<file path="src/rtl/fpu_pkg.sv">
// Shared single-precision FPU definitions: field widths, special encodings
// and the square-root sequencer state type.
package fpu_pkg;

    localparam int EXP_W    = 8;
    localparam int FRAC_W   = 23;
    localparam int EXP_BIAS = 127;

    localparam logic [31:0] FP_QNAN = 32'h7FC0_0000;
    localparam logic [31:0] FP_PINF = 32'h7F80_0000;

    typedef enum logic [2:0] {
        IDLE,
        UNPACK,
        ITER,
        ROUND,
        DONE
    } sqrt_state_t;

endpackage

</file>
<file path="src/rtl/fpu_sqrt_step.sv">
// One restoring square-root step: bring down two radicand bits and try to
// subtract (4*root + 1); keep the difference only when it does not go negative.
module fpu_sqrt_step (
    input  logic [27:0] rem,
    input  logic [25:0] root,
    input  logic [1:0]  bits,
    output logic [27:0] rem_next,
    output logic        root_bit
);

    logic [29:0] acc;
    logic [30:0] diff;

    // The widened trial keeps the borrow in diff[30]; a kept remainder never
    // exceeds 2*root, so 28 bits hold it in both outcomes.
    always_comb begin
        acc      = {rem, bits};
        diff     = {1'b0, acc} - {3'b000, root, 2'b01};
        root_bit = ~diff[30];
        rem_next = root_bit ? 28'(diff) : 28'(acc);
    end

endmodule

</file>
<file path="src/rtl/fpu_sqrt_unit.sv">
// Iterative single-precision square root: special-case bypass, 26 restoring
// steps over a 52-bit radicand, then round-to-nearest-even.
module fpu_sqrt_unit
    import fpu_pkg::*;
#(
    parameter int ITERS = 26
) (
    input  logic        clk,
    input  logic        rst,
    input  logic        start,
    input  logic [31:0] operand,
    output logic [31:0] result,
    output logic        ready,
    output logic        done,
    output logic        invalid,
    output logic        inexact
);

    sqrt_state_t state;

    logic [31:0] op;
    logic [51:0] rad;
    logic [27:0] rem;
    logic [25:0] root;
    logic [4:0]  cnt;
    logic [7:0]  exp_q;

    logic [27:0] rem_next;
    logic        root_bit;

    logic              sign;
    logic [EXP_W-1:0]  exp_in;
    logic [FRAC_W-1:0] frac_in;
    logic              is_zero;
    logic              is_nan;
    logic              special;
    logic [31:0]       special_res;
    logic              special_inv;
    logic signed [9:0] e_unb;
    logic signed [9:0] e_even;
    logic [24:0]       m_adj;
    logic [7:0]        exp_next;

    function automatic logic [32:0] round_pack(input logic [7:0]  exp_val,
                                               input logic [24:0] rt,
                                               input logic        sticky);
        logic        inc;
        logic [23:0] mant;
        logic [7:0]  exp_out;
        inc     = rt[1] & (rt[0] | sticky | rt[2]);
        mant    = {1'b0, rt[24:2]} + {23'd0, inc};
        exp_out = exp_val + {7'd0, mant[23]};
        return {rt[1] | rt[0] | sticky, 1'b0, exp_out, mant[22:0]};
    endfunction

    always_comb begin
        sign        = op[31];
        exp_in      = op[30:23];
        frac_in     = op[22:0];
        is_zero     = (exp_in == '0);
        is_nan      = (exp_in == '1) && (frac_in != '0);
        special     = is_zero | (exp_in == '1) | sign;
        special_inv = 1'b0;
        if (is_zero) begin
            special_res = {sign, 31'd0};
        end else if (is_nan) begin
            special_res = FP_QNAN;
        end else if (sign) begin
            special_res = FP_QNAN;
            special_inv = 1'b1;
        end else begin
            special_res = FP_PINF;
        end

        // Odd exponents borrow one factor of two into the mantissa so the
        // halved exponent stays exact.
        e_unb = $signed({2'b00, exp_in}) - $signed(10'(EXP_BIAS));
        if (e_unb[0]) begin
            m_adj  = {1'b1, frac_in, 1'b0};
            e_even = e_unb - 10'sd1;
        end else begin
            m_adj  = {1'b0, 1'b1, frac_in};
            e_even = e_unb;
        end
        exp_next = 8'((e_even >>> 1) + $signed(10'(EXP_BIAS)));
    end

    fpu_sqrt_step u_step (
        .rem      (rem),
        .root     (root),
        .bits     (rad[51:50]),
        .rem_next (rem_next),
        .root_bit (root_bit)
    );

    always_ff @(posedge clk) begin
        if (rst) begin
            state   <= IDLE;
            result  <= '0;
            invalid <= 1'b0;
            inexact <= 1'b0;
            done    <= 1'b0;
            ready   <= 1'b1;
            cnt     <= '0;
        end else begin
            done <= 1'b0;
            case (state)
                IDLE: begin
                    if (start) begin
                        op    <= operand;
                        ready <= 1'b0;
                        state <= UNPACK;
                    end
                end
                UNPACK: begin
                    if (special) begin
                        result  <= special_res;
                        invalid <= special_inv;
                        inexact <= 1'b0;
                        done    <= 1'b1;
                        state   <= DONE;
                    end else begin
                        rad   <= {m_adj, 27'd0};
                        rem   <= '0;
                        root  <= '0;
                        cnt   <= '0;
                        exp_q <= exp_next;
                        state <= ITER;
                    end
                end
                ITER: begin
                    rem  <= rem_next;
                    root <= {root[24:0], root_bit};
                    rad  <= rad << 2;
                    cnt  <= cnt + 5'd1;
                    if (cnt == 5'(ITERS - 1)) begin
                        state <= ROUND;
                    end
                end
                ROUND: begin
                    {inexact, result} <= round_pack(exp_q, root[24:0], rem != '0);
                    invalid <= 1'b0;
                    done    <= 1'b1;
                    state   <= DONE;
                end
                DONE: begin
                    ready <= 1'b1;
                    state <= IDLE;
                end
                default: begin
                    ready <= 1'b1;
                    state <= IDLE;
                end
            endcase
        end
    end

endmodule

</file>
<file path="config.mk">
export PLATFORM = sky130hd
export DESIGN_NAME = fpu_sqrt_unit
export DESIGN_NICKNAME = d
export VERILOG_FILES = /design/src/rtl/fpu_pkg.sv /design/src/rtl/fpu_sqrt_step.sv /design/src/rtl/fpu_sqrt_unit.sv
export SDC_FILE = /design/constraint.sdc
export NUM_CORES = 1
export LEC_CHECK = 0
export CAP_MARGIN = 10
export CORE_ASPECT_RATIO = 0.6
export CORE_MARGIN = 5
export CORE_UTILIZATION = 30
export DETAILED_ROUTE_END_ITERATION = 6
export PLACE_DENSITY = 0.53
export SLEW_MARGIN = 10
export SYNTH_ARGS = -nofsm -noshare
export SYNTH_HDL_FRONTEND = slang
export SYNTH_SLANG_ARGS = --single-unit
</file>
<file path="constraint.sdc">
create_clock -name clk -period 7.2 [get_ports clk]
set_input_delay 0.72 -clock clk [delete_from_list [all_inputs] [get_ports clk]]
set_output_delay 0.72 -clock clk [all_outputs]
set_load 0.02 [all_outputs]
</file>
==> results of run 1 <==
cell usage in the layout, fill, tap and decap left out, drive strengths merged, types with 4 or more instances in the layout:
| cell | count |
|---|---|
| nand2b | 4 |
| dfxtp | 44 |
| xor2 | 19 |
| o21a | 9 |
| xnor2 | 46 |
| a211oi | 10 |
| a21o | 12 |
| ha | 35 |
| nand4 | 14 |
| buf | 10 |
| nand3 | 20 |
| a21oi | 37 |
| and3 | 10 |
| clkinv | 4 |
| a31oi | 9 |
| nor4 | 14 |
| clkinvlp | 4 |
| nor2 | 122 |
| o21ai | 41 |
| and2 | 4 |
| o211ai | 5 |
| clkbuf | 17 |
| nor2b | 5 |
| a22oi | 22 |
| inv | 48 |
| nor3 | 19 |
| nand2 | 61 |
| clkdlybuf4s50 | 69 |
| edfxtp | 119 |
| mux2i | 46 |
state kept, by name, indices dropped and copies added (netlist names):
signal	cells
rad	25
ready	1
rem	28
state	3
inexact	1
op	32
invalid	1
cnt	5
root	26
result	32
exp_q	8
done	1
tightest hold or removal path, stage by stage (launching register included):
cell,delay (ns)
dfxtp_1,0.31
nand2_1,0.05
a21oi_1,0.05
stage by stage:
stage / utilization (%) / setup slack [ns]
2_1_floorplan: - / 1.231
3_3_place_gp: 34.01 / 3.724
3_5_place_dp: 34.01 / 3.561
4_1_cts: 35.93 / 3.540
5_1_grt: 35.93 / 3.267
6_report: 35.93 / 3.586
logic make-up (layout without fill, tap and decap cells):
| logic type | count (synthesis) | count (layout) | synth area share [%] |
|---|---|---|---|
| simple gates | 285 | 285 | 15.12 |
| compound gates | 163 | 163 | 12.41 |
| flops | 163 | 163 | 51.62 |
| buf+inv | 81 | 152 | 3.842 |
| xor+xnor | 65 | 65 | 6.597 |
| mux | 46 | 46 | 5.336 |
| fa+ha+maj | 35 | 35 | 5.075 |
per-layer routing:
layer / vias to the layer above / GRT usage [%] / wire [microns]
met4: 0 / 3.414 / 259
met1: 2880 / 20.43 / 11420
met3: 23 / 3.500 / 946
met2: 127 / 15.88 / 7426
met5: - / 0 / 0
li1: 3150 / - / -
how the worst max path moves through the flow:
stage,from,endpoint,slack [ns],cells past startpoint
2_1_floorplan,op[23],rad[27],1.23,10
3_3_place_gp,root[5],rem[25],3.72,12
3_5_place_dp,root[5],rem[4],3.56,12
4_1_cts,root[5],rem[24],3.54,12
5_1_grt,root[5],rem[4],3.27,12
6_report,root[5],rem[24],3.59,12
final cells by class:
| type | count | share of cell area (%) |
|---|---|---|
| clock inverter | 15 | 1.172 |
| multi-input combinational | 594 | 37.69 |
| timing repair buffer | 79 | 7.447 |
| clock buffer | 17 | 4.151 |
| tap | 375 | 4.578 |
| sequential | 163 | 43.46 |
| inverter | 41 | 1.502 |
where the power goes:
part	switching (mW)	internal [mW]
combinational	0.112	0.0857
clock	0.413	0.449
sequential	0.0233	1.04
total	0.548	1.57
==> results.tsv, run 1 <==
stage	metric	value	unit
worst_setup_path	crit start category	register	
clock_tree	CTS Buffer Depth	2	
worst_setup_path	WP data required	7.38	ns
worst_setup_path	Reg2Reg Depth	12	
yosys	most frequent cells after synthesis	122 x nor2_1, 119 x edfxtp_1, 61 x nand2_1	
die	core area	28530	sq um
clock_tree	post-cts resize count	0	
sta	RSZ-0062 raised after global routing	no	
clock_tree	CTS tree	built	
routing	Routed WL	20.06	mm
run	max_cap viols	0	
global_routing	largest net degree at the start of global routing	80	
routing	Via density	4.813	
min_path	Hold Crit Endpoint	result[0]	
sta	Slew @ Worst Pin	1.072	ns
worst_setup_path	slowest stage cell, crit path	a31oi_4	
yosys	Top FF cell, synth	edfxtp_1	
yosys	synthesis warning total	0	
yosys	post-synth top area share	41.41	%
routing	Vias	6180	
power	Worst VDD drop	0.1304	mV
cells_and_area	Area Growth Syn to Fin	18.76	%
global_routing	GRT Resource Usage Total	12.61	%
placed_design	GPL Wtd Cong	0.8333	
routing	First-pass DRT Iterations	5	
sta	Tcrit/Tclk final	50.19	%
clock_tree	root buf cell	clkbuf_16	
sta	slew margin rel.	28.55	%
worst_setup_path	Top cell by count, worst path	o21ai_2	
cells_and_area	# diodes	0	
routing	post-route DRC violation count	0	
worst_setup_path	worst flop-to-flop path startpoint	root[5]	
clock_tree	CTS Sinks	163	
routing	WL per Instance	15.62	microns
power	total power draw	2.122	mW
routing	Starting DRT DRC Count	584	
cells_and_area	share of cells above drive strength 1	6.051	%
placed_design	Inst Count DP	1252	
cells_and_area	NumNets Final	966	
yosys	async set-reset flop share out of synthesis	0	%
yosys	Mapped Cells	838	
min_path	Hold Startpoint	result[0]	
power	PD cells	207.1	nW/um^2
global_routing	first-pass GRT wire length	33.01	mm
clock_tree	clock latency at the later pin of the worst-skew pair	0.44	ns
run_status	outcome	complete, no violations	
min_path	Min-Delay Path Class	register to register	
clock_tree	CTS Buf Count	17	
clock_tree	H-tree depth	4	
yosys	Synth cell types	57	
worst_setup_path	Reg2Reg Capture Point	rem[24]	
yosys	count leader, synth	nor2_1	
clock_tree	post-cts hold buffer count	0	
clock_tree	Setup Buffers After CTS	0	
die	Rows	48	
worst_setup_path	Worst Path Buf+Inv	2	
worst_setup_path	Setup CP Type	register to register	
cells_and_area	Storage cell area	4454	sq um
worst_setup_path	Worst Path Arrival	3.80	ns
sta	Final min period	3.614	ns
global_routing	GR Overflow Total	0	
cells_and_area	Fill cells	2849	
yosys	Synth Cell Area	8630	sq um
sta	final hold violations	0	
worst_setup_path	max incr delay on CP	0.49	ns
cells_and_area	final instance area	10250	sq um
routing	post-route ant nets	0	
die	die width	229.0	microns
sta	setup violators final	0	
placed_design	number of port buffers	70	
yosys	Mapped Nets	908	
global_routing	antenna violations before repair	0	
sta	Clock Skew	0.01551	ns
die	die area	32370	sq um
die	Initial Util	30.25	%
yosys	Avg Inst Size Synth	10.30	sq um
sta	FMAX	276.7	MHz
worst_setup_path	CP top delay family	compound AO/OA/AOI/OAI gates	
die	die height	141.4	microns
sta	Sum Neg Setup Slack	0	ns
cells_and_area	Multi-input gate area	3862	sq um
sta	worst hold margin	0.4576	ns
power	leakage power	3.654	nW
clock_tree	Clock Pin Slew Worst Setup and Hold Paths	0.07	ns
worst_setup_path	crit path max fanout	21	
global_routing	number of global-route vias before repair	5920	
worst_setup_path	crit path cell chain	inv_1 -> ha_1 -> a21o_1 -> or3_4 -> o211ai_2 -> a21oi_1 -> o21ai_2 -> o21ai_2 -> a31oi_4 -> buf_4 -> nand2b_1 -> o21ai_0	
yosys	post-synth top area cell	edfxtp_1	
worst_setup_path	CP Capture Type	register	
yosys	EDFF count, synth	119	
die	I/O pin count	71	
yosys	sequential cell area fraction in the yosys report	51.62	%
cells_and_area	Final Non-Filler Cells	1284	
worst_setup_path	reg2reg setup slack	3.59	ns
placed_design	HPWL Detailed	14.33	mm
yosys	Area contributors post-synth	edfxtp_1 41%, dfxtp_1 10%, mux2i_1 5.3%, nor2_1 5.3%, ha_1 5.1%	
yosys	FF+latch count, synth	163	
placed_design	Cell Area, Placed	9703	sq um
min_path	hold path depth	2	
sta	Slew Viols, Final	0	
No activity file was read; power rests on OpenSTA's default activity.
==> run 2, diff against run 1 <==
clock period = 3.4 ns   (was 7.2 ns; I/O delays follow)
==> results.tsv, run 2 (same netlist as run 1, synthesis figures left out) <==
stage	metric	value	unit	change
run_status	outcome	complete, no violations		
worst_setup_path	CP Capture Type	register		
routing	post-route ant nets	0		unchanged
clock_tree	CTS tree	built		
sta	Final min period	3.188	ns	-0.4263 ns
global_routing	largest net degree at the start of global routing	64		-20%
cells_and_area	share of cells above drive strength 1	6.783	%	+0.73 points
power	PD cells	439.2	nW/um^2	+110%
die	Initial Util	30.25	%	unchanged
cells_and_area	NumNets Final	971		+0.52%
global_routing	GR Overflow Total	0		unchanged
sta	FMAX	313.7	MHz	+13%
die	Rows	48		unchanged
sta	Sum Neg Setup Slack	0	ns	unchanged
global_routing	GRT Resource Usage Total	12.61	%	about the same
run	max_cap viols	0		unchanged
worst_setup_path	crit path max fanout	11		-48%
placed_design	number of port buffers	70		unchanged
power	switching power of the nets	1.139	mW	+110%
cells_and_area	Area Growth Syn to Fin	19.76	%	
die	I/O pin count	71		unchanged
sta	final critical-path setup slack	0.2124	ns	-3.374 ns
sta	final hold violations	0		unchanged
routing	Vias	6230		+0.81%
cells_and_area	commonest non-fill, non-tap cell in the layout	nor2_1		
routing	First-pass DRT Iterations	5		unchanged
worst_setup_path	Worst Path Arrival	3.35	ns	-0.45 ns
clock_tree	H-tree depth	4		unchanged
clock_tree	clock latency at the later pin of the worst-skew pair	0.44	ns	about the same
power	clock power share	40.9	%	+0.3 points
global_routing	antenna violations before repair	0		unchanged
routing	WL per Instance	15.60	microns	-0.15%
sta	RSZ-0062 raised after global routing	no		
power	leakage power	3.703	nW	+1.3%
sta	Tcrit/Tclk final	93.75	%	+44 points
worst_setup_path	crit start category	register		
clock_tree	CTS Sinks	163		unchanged
die	die height	141.4	microns	unchanged
cells_and_area	most frequent cells in the layout	121 x nor2_1, 119 x edfxtp_1, 69 x clkdlybuf4s50_1		
global_routing	first-pass GRT wire length	32.79	mm	-0.67%
clock_tree	post-cts hold buffer count	0		unchanged
sta	Slew @ Worst Pin	0.8569	ns	-0.2149 ns
die	die area	32370	sq um	unchanged
placed_design	Setup WS pre-CTS	0.1490	ns	-3.412 ns
min_path	hold path depth	2		unchanged
power	Worst VDD drop	0.2808	mV	+120%
clock_tree	CTS Buf Count	17		unchanged
worst_setup_path	WP data required	3.56	ns	-3.82 ns
die	core area	28530	sq um	unchanged
sta	setup violators final	0		unchanged
placed_design	HPWL Detailed	14.60	mm	+1.9%
cells_and_area	# diodes	0		unchanged
cells_and_area	Final Non-Filler Cells	1289		+0.39%
sta	Slew Viols, Final	0		unchanged
placed_design	Cell Area, Placed	9767	sq um	+0.66%
routing	Via density	4.833		+0.42%
power	P_int	3.400	mW	+120%
routing	post-route DRC violation count	0		unchanged
die	die width	229.0	microns	unchanged
cells_and_area	Fill cells	2870		+0.74%
cells_and_area	final instance area	10330	sq um	+0.84%
power	switching part of the total power	25.09	%	-0.73 points
routing	Starting DRT DRC Count	683		+17%
sta	slew margin rel.	42.87	%	+14 points
placed_design	GPL Wtd Cong	0.8510		+2.1%
clock_tree	root buf cell	clkbuf_16		
placed_design	Inst Count DP	1256		+0.32%
cells_and_area	biggest regs	op (32), result (32), rem (28)		
routing	Routed WL	20.10	mm	+0.24%
power	Seq pwr share	49.6	%	-0.5 points
clock_tree	CTS Buffer Depth	2		unchanged
sta	Clock Skew	0.01245	ns	-0.003059 ns
power	Logic pwr share	9.4	%	about the same
clock_tree	Clock Pin Slew Worst Setup and Hold Paths	0.07	ns	about the same
min_path	Min-Delay Path Class	input port to register		
global_routing	number of global-route vias before repair	5850		-1.2%
power	total power draw	4.539	mW	+110%
worst_setup_path	Setup CP Type	register to register		
worst_setup_path	Reg2Reg Depth	12		unchanged
-- run 2: power groups by stage --
stage	Combinational, mW	Sequential (mW)	Clock, mW
after floorplan	0.284	2.29	0
after global placement	0.426	2.30	0
after detailed placement	0.427	2.30	0
after CTS	0.429	2.25	1.91
after global routing	0.475	2.26	2.00
final	0.428	2.25	1.86
-- run 2: area by class of cell --
class | instances | area (sq um) | share of cell area [%]
Timing Repair Buffer | 84 | 825.8 | 7.990
Clock buffer | 17 | 425.4 | 4.116
Sequential cell | 163 | 4454 | 43.10
Multi-Input combinational cell | 594 | 3875 | 37.49
Tap cell | 375 | 469.2 | 4.540
Clock inverter | 15 | 131.4 | 1.271
Inverter | 41 | 153.9 | 1.489
-- run 2: worst paths after layout --
| path | from | endpoint | slack (ns) |
|---|---|---|---|
| worst min register to register | result[0] | result[0] | 0.45 |
| worst max-delay path | root[10] | rem[23] | 0.21 |
| worst min-delay path | rst | cnt[0] | 0.24 |
| worst max register to register | root[10] | rem[23] | 0.21 |
-- run 2: critical path, cell delays in order, from the launching register on --
cell,delay [ns]
edfxtp_1,0.44
inv_1,0.13
ha_1,0.32
a21oi_2,0.27
nand2_1,0.09
a211oi_1,0.32
a21oi_1,0.17
o21ai_2,0.23
o21ai_2,0.13
a31oi_4,0.24
buf_4,0.26
mux2i_1,0.24
nor2_1,0.06
-- run 2: what timing repair did --
action / 4_1_cts / 5_1_grt
endpoints found under the setup margin: 0 / 17
gates resized for setup: 0 / 1
buffers inserted: 0 / 1
-- run 2: per-layer routing --
layer	global-route usage, %	vias up	routed length (microns)
met2	15.29	144	7086
met3	3.280	22	1071
met4	4.110	0	305
met1	20.76	2902	11640
met5	0	-	0
li1	-	3162	-
-- run 2: metrics by stage --
step / util (%) / hold WS (ns)
global route: 36.23 / 0.2393
finish: 36.23 / 0.2439
detailed placement: 34.24 / 0.4471
CTS: 36.19 / 0.2248
global placement: 34.24 / 0.4463
floorplan: - / 0.4389
==> run 3, diff against run 2 <==
SKIP_CTS_REPAIR_TIMING = 1   (was default)
==> results of run 3 <==
No change in the layout: final DEF, timing and power equal those of run 2.
